--- src/rtl/roi_readout_sequencer_pkg.sv ---
// Shared qubit readout package: default geometry of the ROI store, the sweep FSM
// state encoding and small arithmetic helpers used by the readout sequencer.
package roi_readout_sequencer_pkg;

    localparam int ROI_BITS        = 72;
    localparam int NUM_QUBITS      = 100;
    localparam int NUM_LANES       = 4;
    localparam int BANK_ADDR_WIDTH = 5;
    localparam int QUBIT_ID_WIDTH  = 7;
    localparam int MAX_LANES       = 4;

    typedef enum logic [1:0] {
        ST_IDLE  = 2'd0,
        ST_ISSUE = 2'd1,
        ST_WAIT  = 2'd2,
        ST_EMIT  = 2'd3
    } state_e;

    // Saturating increment for the 8-bit overrun counter.
    function automatic logic [7:0] sat_inc8(input logic [7:0] v);
        if (v == 8'hFF) begin
            return v;
        end else begin
            return v + 8'd1;
        end
    endfunction

endpackage

--- src/rtl/roi_readout_sequencer_if.sv ---
// ROI output beat stream: valid/ready handshake carrying one qubit word per beat.
interface roi_readout_sequencer_if #(
    parameter int ROI_BITS       = roi_readout_sequencer_pkg::ROI_BITS,
    parameter int QUBIT_ID_WIDTH = roi_readout_sequencer_pkg::QUBIT_ID_WIDTH
) ();

    logic                      o_roi_valid;
    logic                      i_roi_ready;
    logic [ROI_BITS-1:0]       o_roi_data;
    logic [QUBIT_ID_WIDTH-1:0] o_qubit_id;
    logic                      o_roi_last;
    logic                      o_frame_err;

    modport master (
        output o_roi_valid,
        output o_roi_data,
        output o_qubit_id,
        output o_roi_last,
        output o_frame_err,
        input  i_roi_ready
    );

    modport slave (
        input  o_roi_valid,
        input  o_roi_data,
        input  o_qubit_id,
        input  o_roi_last,
        input  o_frame_err,
        output i_roi_ready
    );

endinterface

--- src/rtl/roi_lane_serializer.sv ---
// Captures one storage row across all lanes and serializes it onto the ROI beat
// stream, skipping lanes that lie beyond the last qubit of the frame.
module roi_lane_serializer #(
    parameter int ROI_BITS        = 72,
    parameter int NUM_QUBITS      = 100,
    parameter int NUM_LANES       = 4,
    parameter int BANK_ADDR_WIDTH = 5,
    parameter int QUBIT_ID_WIDTH  = 7,
    parameter int MAX_LANES       = 4
) (
    input  logic                       i_clk,
    input  logic                       i_rst,
    input  logic                       i_load,
    input  logic [BANK_ADDR_WIDTH-1:0] i_row,
    input  logic [ROI_BITS-1:0]        i_lane_data [MAX_LANES],
    input  logic                       i_err_sticky,
    output logic                       o_row_done,
    output logic                       o_frame_done,
    roi_readout_sequencer_if.master    roi
);

    localparam int LANE_W = (NUM_LANES > 1) ? $clog2(NUM_LANES) : 1;
    localparam logic [QUBIT_ID_WIDTH-1:0] LAST_ID   = QUBIT_ID_WIDTH'(NUM_QUBITS - 1);
    localparam logic [LANE_W-1:0]         LAST_LANE = LANE_W'(NUM_LANES - 1);

    logic [ROI_BITS-1:0]       hold_r [NUM_LANES];
    logic [LANE_W-1:0]         lane_r;
    logic                      valid_r;
    logic [ROI_BITS-1:0]       data_r;
    logic [QUBIT_ID_WIDTH-1:0] id_r;
    logic                      last_r;

    logic                      xfer_s;
    logic                      lane_end_s;
    logic [LANE_W-1:0]         lane_nxt_s;
    logic [QUBIT_ID_WIDTH-1:0] id_nxt_s;
    logic [QUBIT_ID_WIDTH-1:0] row_base_s;

    // Handshake decode and next-beat arithmetic.
    always_comb begin
        xfer_s     = valid_r & roi.i_roi_ready;
        lane_end_s = (lane_r == LAST_LANE) || last_r;
        lane_nxt_s = lane_r + LANE_W'(1);
        id_nxt_s   = id_r + QUBIT_ID_WIDTH'(1);
        row_base_s = QUBIT_ID_WIDTH'(i_row) * QUBIT_ID_WIDTH'(NUM_LANES);
    end

    // Row holding register; contents are only consumed after a load.
    always_ff @(posedge i_clk) begin
        if (i_load) begin
            for (int l = 0; l < NUM_LANES; l++) begin
                hold_r[l] <= i_lane_data[l];
            end
        end
    end

    // Beat registers: the presented word is preloaded so outputs stay flop-driven.
    always_ff @(posedge i_clk) begin
        if (i_rst) begin
            valid_r <= 1'b0;
            lane_r  <= '0;
            data_r  <= '0;
            id_r    <= '0;
            last_r  <= 1'b0;
        end else if (i_load) begin
            valid_r <= 1'b1;
            lane_r  <= '0;
            data_r  <= i_lane_data[0];
            id_r    <= row_base_s;
            last_r  <= (row_base_s == LAST_ID);
        end else if (xfer_s) begin
            if (lane_end_s) begin
                valid_r <= 1'b0;
            end else begin
                lane_r <= lane_nxt_s;
                data_r <= hold_r[lane_nxt_s];
                id_r   <= id_nxt_s;
                last_r <= (id_nxt_s == LAST_ID);
            end
        end
    end

    assign o_row_done      = xfer_s & lane_end_s;
    assign o_frame_done    = xfer_s & last_r;
    assign roi.o_roi_valid = valid_r;
    assign roi.o_roi_data  = data_r;
    assign roi.o_qubit_id  = id_r;
    assign roi.o_roi_last  = last_r;
    assign roi.o_frame_err = i_err_sticky & last_r & valid_r;

endmodule

--- src/rtl/roi_readout_sequencer.sv ---
// Frame readout sequencer: sweeps the ROI store row by row after a frame-ready
// pulse and streams one beat per qubit, tracking frame overruns.
module roi_readout_sequencer #(
    parameter int ROI_BITS        = roi_readout_sequencer_pkg::ROI_BITS,
    parameter int NUM_QUBITS      = roi_readout_sequencer_pkg::NUM_QUBITS,
    parameter int NUM_LANES       = roi_readout_sequencer_pkg::NUM_LANES,
    parameter int BANK_ADDR_WIDTH = roi_readout_sequencer_pkg::BANK_ADDR_WIDTH,
    parameter int QUBIT_ID_WIDTH  = roi_readout_sequencer_pkg::QUBIT_ID_WIDTH
) (
    input  logic                       i_clk,
    input  logic                       i_rst,
    input  logic                       i_frame_ready,
    output logic                       o_rd_en,
    output logic [BANK_ADDR_WIDTH-1:0] o_rd_addr,
    input  logic [ROI_BITS-1:0]        i_rd_data_0,
    input  logic [ROI_BITS-1:0]        i_rd_data_1,
    input  logic [ROI_BITS-1:0]        i_rd_data_2,
    input  logic [ROI_BITS-1:0]        i_rd_data_3,
    roi_readout_sequencer_if.master    roi,
    output logic                       o_busy,
    output logic [7:0]                 o_overrun_cnt
);

    import roi_readout_sequencer_pkg::state_e;
    import roi_readout_sequencer_pkg::ST_IDLE;
    import roi_readout_sequencer_pkg::ST_ISSUE;
    import roi_readout_sequencer_pkg::ST_WAIT;
    import roi_readout_sequencer_pkg::ST_EMIT;
    import roi_readout_sequencer_pkg::sat_inc8;
    import roi_readout_sequencer_pkg::MAX_LANES;

    state_e                     state_r;
    state_e                     state_nxt_s;
    logic [BANK_ADDR_WIDTH-1:0] row_r;
    logic [BANK_ADDR_WIDTH-1:0] row_nxt_s;
    logic                       rd_en_r;
    logic [BANK_ADDR_WIDTH-1:0] rd_addr_r;
    logic                       busy_r;
    logic [7:0]                 ovr_cnt_r;
    logic                       err_sticky_r;

    logic                       load_s;
    logic                       overrun_s;
    logic                       row_done_s;
    logic                       frame_done_s;
    logic [ROI_BITS-1:0]        lane_data_s [MAX_LANES];

    assign lane_data_s[0] = i_rd_data_0;
    assign lane_data_s[1] = i_rd_data_1;
    assign lane_data_s[2] = i_rd_data_2;
    assign lane_data_s[3] = i_rd_data_3;

    // Sweep FSM next state; a frame-ready on the final transfer chains a new sweep.
    always_comb begin
        state_nxt_s = state_r;
        row_nxt_s   = row_r;
        case (state_r)
            ST_IDLE: begin
                if (i_frame_ready) begin
                    state_nxt_s = ST_ISSUE;
                    row_nxt_s   = '0;
                end else begin
                    state_nxt_s = ST_IDLE;
                end
            end
            ST_ISSUE: state_nxt_s = ST_WAIT;
            ST_WAIT:  state_nxt_s = ST_EMIT;
            ST_EMIT: begin
                if (frame_done_s) begin
                    state_nxt_s = i_frame_ready ? ST_ISSUE : ST_IDLE;
                    row_nxt_s   = '0;
                end else if (row_done_s) begin
                    state_nxt_s = ST_ISSUE;
                    row_nxt_s   = row_r + BANK_ADDR_WIDTH'(1);
                end else begin
                    state_nxt_s = ST_EMIT;
                end
            end
            default: begin
                state_nxt_s = ST_IDLE;
                row_nxt_s   = '0;
            end
        endcase
    end

    // Side conditions: lane capture and overrun detection.
    always_comb begin
        load_s    = (state_r == ST_WAIT);
        overrun_s = i_frame_ready & busy_r & ~frame_done_s;
    end

    // State, read port, busy and overrun bookkeeping registers.
    always_ff @(posedge i_clk) begin
        if (i_rst) begin
            state_r      <= ST_IDLE;
            row_r        <= '0;
            rd_en_r      <= 1'b0;
            rd_addr_r    <= '0;
            busy_r       <= 1'b0;
            ovr_cnt_r    <= 8'd0;
            err_sticky_r <= 1'b0;
        end else begin
            state_r <= state_nxt_s;
            row_r   <= row_nxt_s;
            rd_en_r <= (state_nxt_s == ST_ISSUE);
            busy_r  <= (state_nxt_s != ST_IDLE);
            if (state_nxt_s == ST_ISSUE) begin
                rd_addr_r <= row_nxt_s;
            end
            if (overrun_s) begin
                ovr_cnt_r    <= sat_inc8(ovr_cnt_r);
                err_sticky_r <= 1'b1;
            end else if (frame_done_s) begin
                err_sticky_r <= 1'b0;
            end
        end
    end

    roi_lane_serializer #(
        .ROI_BITS        (ROI_BITS),
        .NUM_QUBITS      (NUM_QUBITS),
        .NUM_LANES       (NUM_LANES),
        .BANK_ADDR_WIDTH (BANK_ADDR_WIDTH),
        .QUBIT_ID_WIDTH  (QUBIT_ID_WIDTH),
        .MAX_LANES       (MAX_LANES)
    ) u_serializer (
        .i_clk        (i_clk),
        .i_rst        (i_rst),
        .i_load       (load_s),
        .i_row        (row_r),
        .i_lane_data  (lane_data_s),
        .i_err_sticky (err_sticky_r),
        .o_row_done   (row_done_s),
        .o_frame_done (frame_done_s),
        .roi          (roi)
    );

    assign o_rd_en       = rd_en_r;
    assign o_rd_addr     = rd_addr_r;
    assign o_busy        = busy_r;
    assign o_overrun_cnt = ovr_cnt_r;

endmodule

--- src/flat_wrapper.sv ---
// flat-port wrapper written by rule: the top's interface ports become plain ports
module roi_readout_sequencer_flat import roi_readout_sequencer_pkg::state_e; import roi_readout_sequencer_pkg::ST_IDLE; import roi_readout_sequencer_pkg::ST_ISSUE; import roi_readout_sequencer_pkg::ST_WAIT; import roi_readout_sequencer_pkg::ST_EMIT; import roi_readout_sequencer_pkg::sat_inc8; import roi_readout_sequencer_pkg::MAX_LANES;
#(
    parameter int ROI_BITS        = roi_readout_sequencer_pkg::ROI_BITS,
    parameter int NUM_QUBITS      = roi_readout_sequencer_pkg::NUM_QUBITS,
    parameter int NUM_LANES       = roi_readout_sequencer_pkg::NUM_LANES,
    parameter int BANK_ADDR_WIDTH = roi_readout_sequencer_pkg::BANK_ADDR_WIDTH,
    parameter int QUBIT_ID_WIDTH  = roi_readout_sequencer_pkg::QUBIT_ID_WIDTH
)
  (i_clk, i_rst, i_frame_ready, o_rd_en, o_rd_addr, i_rd_data_0, i_rd_data_1, i_rd_data_2, i_rd_data_3, o_busy, o_overrun_cnt, roi_o_roi_valid, roi_o_roi_data, roi_o_qubit_id, roi_o_roi_last, roi_o_frame_err, roi_i_roi_ready);
  roi_readout_sequencer_if #(.ROI_BITS(ROI_BITS), .QUBIT_ID_WIDTH(QUBIT_ID_WIDTH)) roi_i ();
  input  logic i_clk;
  input  logic i_rst;
  input  logic i_frame_ready;
  output logic o_rd_en;
  output logic [BANK_ADDR_WIDTH-1:0] o_rd_addr;
  input  logic [ROI_BITS-1:0] i_rd_data_0;
  input  logic [ROI_BITS-1:0] i_rd_data_1;
  input  logic [ROI_BITS-1:0] i_rd_data_2;
  input  logic [ROI_BITS-1:0] i_rd_data_3;
  output logic o_busy;
  output logic [7:0] o_overrun_cnt;
  output wire logic [$bits(roi_i.o_roi_valid)-1:0] roi_o_roi_valid;
  output wire logic [$bits(roi_i.o_roi_data)-1:0] roi_o_roi_data;
  output wire logic [$bits(roi_i.o_qubit_id)-1:0] roi_o_qubit_id;
  output wire logic [$bits(roi_i.o_roi_last)-1:0] roi_o_roi_last;
  output wire logic [$bits(roi_i.o_frame_err)-1:0] roi_o_frame_err;
  input wire logic [$bits(roi_i.i_roi_ready)-1:0] roi_i_roi_ready;
  assign roi_o_roi_valid = roi_i.o_roi_valid;
  assign roi_o_roi_data = roi_i.o_roi_data;
  assign roi_o_qubit_id = roi_i.o_qubit_id;
  assign roi_o_roi_last = roi_i.o_roi_last;
  assign roi_o_frame_err = roi_i.o_frame_err;
  assign roi_i.i_roi_ready = roi_i_roi_ready;
  roi_readout_sequencer #(.ROI_BITS(ROI_BITS), .NUM_QUBITS(NUM_QUBITS), .NUM_LANES(NUM_LANES), .BANK_ADDR_WIDTH(BANK_ADDR_WIDTH), .QUBIT_ID_WIDTH(QUBIT_ID_WIDTH)) u_core (.i_clk(i_clk), .i_rst(i_rst), .i_frame_ready(i_frame_ready), .o_rd_en(o_rd_en), .o_rd_addr(o_rd_addr), .i_rd_data_0(i_rd_data_0), .i_rd_data_1(i_rd_data_1), .i_rd_data_2(i_rd_data_2), .i_rd_data_3(i_rd_data_3), .roi(roi_i), .o_busy(o_busy), .o_overrun_cnt(o_overrun_cnt));
endmodule
--- config.mk ---
export PLATFORM = sky130hd
export DESIGN_NAME = roi_readout_sequencer_flat
export DESIGN_NICKNAME = d
export VERILOG_FILES = /design/src/rtl/roi_readout_sequencer_pkg.sv /design/src/rtl/roi_readout_sequencer_if.sv /design/src/rtl/roi_lane_serializer.sv /design/src/rtl/roi_readout_sequencer.sv /design/src/flat_wrapper.sv
export SDC_FILE = /design/constraint.sdc
export NUM_CORES = 1
export LEC_CHECK = 0
export CELL_PAD_IN_SITES_DETAIL_PLACEMENT = 0
export CELL_PAD_IN_SITES_GLOBAL_PLACEMENT = 1
export CORE_MARGIN = 5
export CORE_UTILIZATION = 44
export DETAILED_ROUTE_END_ITERATION = 7
export MAX_ROUTING_LAYER = met4
export PLACE_DENSITY = 0.87
export SYNTH_ARGS = -nofsm -noshare
export SYNTH_HDL_FRONTEND = slang
export SYNTH_SLANG_ARGS = --single-unit
--- constraint.sdc ---
create_clock -name i_clk -period 19.2 [get_ports i_clk]
set_clock_uncertainty 0.05 [all_clocks]
set_input_delay 2.88 -clock i_clk [delete_from_list [all_inputs] [get_ports i_clk]]
set_output_delay 2.88 -clock i_clk [all_outputs]
set_load 0.02 [all_outputs]
# ---- Yosys cells after proc, flatten, opt, wreduce, memory -nomap -nowiden
# Memory sizes are Yosys's and may differ from the RTL's.
# Index checks and enable logic that the tools add are counted.
dict set report totals {
  input_bits 292
  ramBits 288
  wordCells 68
  register_bits 106
  out_inout_bits 97
  mem_count 1
}
# memory depth word_bits read_ports rd_ports_with_merged_regs wr line_no
set mem_list {}
lappend mem_list {u_core.u_serializer.hold_r 4 72 1 0 4 roi_lane_serializer.sv:26} ;# logic [ROI_BITS-1:0] hold_r [NUM_LANES];
dict set report classes {
  eq_ne 8
  reduce_logical 11
  bitwise_logic 10
  add_sub_neg 4
  mux 21
}
# operator count
set ops {}
lappend ops {{2-to-1 mux 72 bit} 3}
lappend ops {{2-to-1 mux 7 bit} 3}
lappend ops {{2-to-1 mux 5 bit} 3}
lappend ops {{case mux 5 bit (2 select lines)} 1}
lappend ops {{adder 8 x 1 -> 8 bit, second input constant} 1}
lappend ops {{equality test 8 bit, second input constant} 1}
lappend ops {{2-to-1 mux 1 bit} 8}
lappend ops {{case mux 2 bit (4 select lines)} 1}
lappend ops {{AND reduction 2 bit} 4}
lappend ops {{nonzero test 2 bit} 4}
lappend ops {{adder 7 x 1 -> 7 bit, second input constant} 1}
lappend ops {{bitwise AND 1 bit} 7}
lappend ops {{equality test 7 bit, second input constant} 1}
lappend ops {{equality test 2 bit, second input constant} 3}
lappend ops {{adder 5 x 1 -> 5 bit, second input constant} 1}
lappend ops {{equality test 2 x 1 -> 1 bit, second input constant} 2}
lappend ops {{2-to-1 mux 2 bit} 2}
lappend ops {{NOT 1 bit} 3}
lappend ops {{adder 2 x 1 -> 2 bit, second input constant} 1}
lappend ops {{zero test 2 bit} 1}
lappend ops {{!= test 2 x 1 -> 1 bit, second input constant} 1}
lappend ops {{OR reduction 2 bit} 1}
lappend ops {{logical OR 1 bit} 1}

# ---- Logic depth before layout (Yosys ltp)
dict set report logic_depth {
  ltp_word 7
  ltp_mapped 7
  mapped_depth_nobuf 6
}

# ---- By module
# Synthesis repeated with hierarchy kept, for this count alone.
dict set report unflattened {
  hier_cells 966
  hier_area_um2 15504.9
}
# module cells_per_inst n_inst seq_area_each_um2 area_each_um2
set modules_own_cells {}
lappend modules_own_cells {roi_lane_serializer 851 1 10309.9 14422.6}
lappend modules_own_cells {roi_readout_sequencer 115 1 460.4 1082.3}

# ---- Worst setup path before layout
# Ideal clock, no wire load.
dict set report synth_timing {
  path_type {register to register}
  start {reg u_core.state_r[1]}
  end {reg u_core.u_serializer.data_r[16] (netlist: u_core.u_serializer.roi.o_roi_data[16])}
  period_less_slack_ns 8.920
  path_stages_with_launch 7
  arrival_time_ns 8.785
  setup_time_ns 0.086
  path_buffers 3
  path_slack_ns 10.280
  required_ns 19.064
  path_cell_list {dfxtp_1 -> ha_1 -> buf_2 -> inv_2 -> clkbuf_1 -> clkbuf_1 -> a211oi_1}
}
dict set report synth_via {
  elab_chain_cells 3
  elab_cells_between_ends 5
  classes_between {eq/ne: 2; mux: 1; reduce/logical: 2}
}
# item line_no
set synth_rtl {}
lappend synth_rtl {{start: declaration} roi_readout_sequencer.sv:32} ;# state_e state_r;
lappend synth_rtl {{start signal: assignment} roi_readout_sequencer.sv:103} ;# state_r <= state_nxt_s;
lappend synth_rtl {{equality test 2 bit (*)} roi_readout_sequencer.sv:88} ;# load_s = (state_r == ST_WAIT);
lappend synth_rtl {{via u_core.load_s} roi_readout_sequencer.sv:42} ;# logic load_s;
lappend synth_rtl {{!= test 2 x 1 -> 1 bit (no source line) or nonzero test 2 bit (tied branches)} --}
lappend synth_rtl {{AND reduction 2 bit (no source line)} --}
lappend synth_rtl {{end signal: assignment} roi_lane_serializer.sv:68} ;# data_r <= i_lane_data[0];
lappend synth_rtl {{end signal: assignment} roi_lane_serializer.sv:76} ;# data_r <= hold_r[lane_nxt_s];
lappend synth_rtl {{end: declaration} roi_lane_serializer.sv:29} ;# logic [ROI_BITS-1:0] data_r;
# The timed path passes the listed nets; every way through them passes the cells marked *.
# A chain may end at the register's enable or synchronous reset.

# ---- Final worst setup path
dict set report layout_timing {
  start {in roi_i_roi_ready}
  end {reg u_core.u_serializer.id_r[3] (netlist: u_core.u_serializer.roi.o_qubit_id[3])}
}
dict set report layout_via {
  elab_chain_cells 3
}
# item line_no
set layout_rtl {}
lappend layout_rtl {{start: declaration} flat_wrapper.sv:28} ;# input wire logic [$bits(roi_i.i_roi_ready)-1:0] roi_i_roi_ready;
lappend layout_rtl {{bitwise AND 1 bit} roi_lane_serializer.sv:41} ;# xfer_s = valid_r & roi.i_roi_ready;
lappend layout_rtl {{nonzero test 2 bit (no source line)} --}
lappend layout_rtl {{AND reduction 2 bit (no source line)} --}
lappend layout_rtl {{end signal: assignment} roi_lane_serializer.sv:69} ;# id_r <= row_base_s;
lappend layout_rtl {{end signal: assignment} roi_lane_serializer.sv:77} ;# id_r <= id_nxt_s;
lappend layout_rtl {{end: declaration} roi_lane_serializer.sv:30} ;# logic [QUBIT_ID_WIDTH-1:0] id_r;
# Every way passes these cells.

==> metrics.txt <==
layout cells sized above 1=12.34%; Final Cycle Share=28.71%; post-place setup slack=13.12 ns; syn nets=1,201; total CTS buffers=42; Worst slew margin=24.92%; Initial Util=44.51%; flip-flop and latch area=10,770 µm²; share of the synthesized area in the top cell type=56.39%; final hold violation count=0; DRT Wirelength=38,490 µm; Fill cells=2,550; PwrDens=100.5 nW/µm²; vias in the first global route=10,030; GRT Total Usage=19.84%; hold path depth=2; Detail Route Antenna Nets=0; core area=34,460 µm²; total congestion overflow=0; Register-to-Register Path Depth=6; r2r startpoint=u_core.u_serializer.lane_r[0]; Synth area leader=edfxtp_1; largest net degree at the start of global routing=174; Residual DRC=0; Worst-Margin Slew=1.126 ns; outcome=completed; number of port buffers=388; Fmax=181.4 MHz; Clock Path Buffers=3; post-cts resize count=0; die height=196.7 µm; Final min period=5.513 ns; DR iter-0 viols=404; CTS tree=yes; Gate Count Post-Synth=901; unrepaired setup endpoints after global routing=false; synthesis-to-finish area growth=37.15%; initial antenna violation count=6; Area contributors post-synth=edfxtp_1, dfxtp_1, mux4_2; postcts setup bufs=0; hold-critical path endpoint=u_core.o_rd_addr[0]; min-delay worst type=reg -> reg; Async S/R FF share, synth=0%; number of I/O pins=389; Crit Path Category=in -> reg; Netlist cell types=52; die area=38,690 µm²; WP data arrival=5.89 ns; synth warn=0; Clock Latency Late Sink=0.54 ns; CTS H-tree lvls=2; post-DP HPWL=25,790 µm; Worst Path Max Fanout=48; FF-to-FF End=u_core.u_serializer.roi.o_qubit_id[3]; area of the multi-input gates=4194 µm²; CP required=19.58 ns; Pre-antenna DRT Iters=7; # rows=68; nets@finish=1,580; EDFF count, synth=288; Final GP Congestion=0.7929; count leader, synth=edfxtp_1; Max Slew Vio Count=0; DIE WIDTH=196.7 µm; startpoint type of the worst setup path=input port; peak supply drop=0.1138 mV; clock sink count=394; sequential share of the synthesized area=70.23%; hold_buf cts=0; Mapped Area=15,340 µm²; Leak=6.717 nW; r2r setup slk=15.68 ns; routed vias/inst=5.279; max-cap violations=0; first-pass GRT wire length=58,010 µm; Crit. End Element=register; CTS clk-pin slew, worst paths=0.06 ns; average size of a mapped cell=17.02 µm²; Vias=9,365; Setup TNS=0 ns; Root Driver=clkbuf_16; hold_sp=u_core.o_rd_addr[0]; final setup vio count=0; main flop type after synthesis=edfxtp_1; drt wl/cell=21.70 µm; Post-synth top cells=edfxtp_1, dfxtp_1, nor2_1, a211oi_1, mux2i_1; register bit total from synthesis=394; Setup WS post-layout=13.69 ns
[report_power, final]
group / switching [mW] / internal, mW
registers: 0.0259 / 0.977
clock network: 0.336 / 0.520
logic: 0.120 / 0.135
[flip-flops by register name (all words and copies together), names as in the netlist, 2 cells and up]
| name | cells |
|---|---|
| u_core.state_r | 2 |
| u_core.o_rd_addr | 5 |
| u_core.row_r | 5 |
| u_core.u_serializer.hold_r | 288 |
| u_core.u_serializer.roi.o_roi_data | 72 |
| u_core.o_overrun_cnt | 8 |
| u_core.u_serializer.lane_r | 2 |
| u_core.u_serializer.roi.o_qubit_id | 7 |
[through the flow]
step	hold WS [ns]	area (µm²)	utilization [%]	power (mW)	cells
2_1_floorplan	0.4169	15340	-	1.153	901
3_3_place_gp	0.4341	19530	56.68	1.270	1691
3_5_place_dp	0.4438	19530	56.68	1.278	1691
4_1_cts	0.4517	21020	60.99	2.133	1768
5_1_grt	0.4900	21030	61.04	2.190	1774
6_report	0.4517	21030	61.04	2.114	1774
[worst max-delay path by stage]
stage	from	end	slack [ns]
floorplan	u_core.state_r[1]	u_core.u_serializer.roi.o_roi_data[16]	10.28
global placement	roi_i_roi_ready	u_core.u_serializer.roi.o_qubit_id[5]	13.22
detailed placement	roi_i_roi_ready	u_core.u_serializer.roi.o_qubit_id[3]	13.12
CTS	roi_i_roi_ready	u_core.u_serializer.roi.o_qubit_id[3]	13.67
global route	roi_i_roi_ready	u_core.u_serializer.roi.o_qubit_id[3]	13.45
finish	roi_i_roi_ready	u_core.u_serializer.roi.o_qubit_id[3]	13.69
[metal layers]
| metal | global-route usage, % | wire length [µm] | up-vias |
|---|---|---|---|
| met5 | - | 0 | - |
| met4 | 7.139 | 1203 | 0 |
| met3 | 5.624 | 2861 | 67 |
| met2 | 32.73 | 19580 | 328 |
| met1 | 23.50 | 14850 | 4604 |
| li1 | - | - | 4366 |
[cell type report]
type	count	area share (%)
Sequential cell	394	51.23
Multi-Input combinational cell	435	19.94
Timing Repair Buffer	395	18.76
Clock buffer	49	5.360
Tap cell	455	2.707
Clock inverter	28	1.707
Inverter	12	0.2261
Antenna cell	6	0.07139
[cell families after synthesis]
logic type | Yosys count | share of synthesized area, %
AND/OR/NAND/NOR | 140 | 4.104
adder cells (fa/ha/maj) | 8 | 0.6527
buffers and inverters | 72 | 2.611
AO/OA/AOI/OAI | 128 | 6.225
XOR/XNOR | 11 | 0.6282
flip-flops | 394 | 70.23
multiplexers | 148 | 15.55
[cell usage in the layout (no fill, tap or decap), types with 11 or more instances in the layout]
cell,synthesis,layout
mux2i_1,74,74
a211oi_1,79,79
clkbuf_16,0,42
mux4_2,72,72
inv_1,11,11
edfxtp_1,288,288
a21oi_1,15,15
dfxtp_1,106,105
nor2_1,93,93
clkdlybuf4s50_1,0,387
[worst max-delay path, cell delays in order]
cell	delay, ns
clkdlybuf4s50_1	0.63
and4bb_4	0.84
buf_4	0.81
nand4_1	0.20
xor2_1	0.18
a211oi_1	0.25
(Power assumes the default switching activity.)
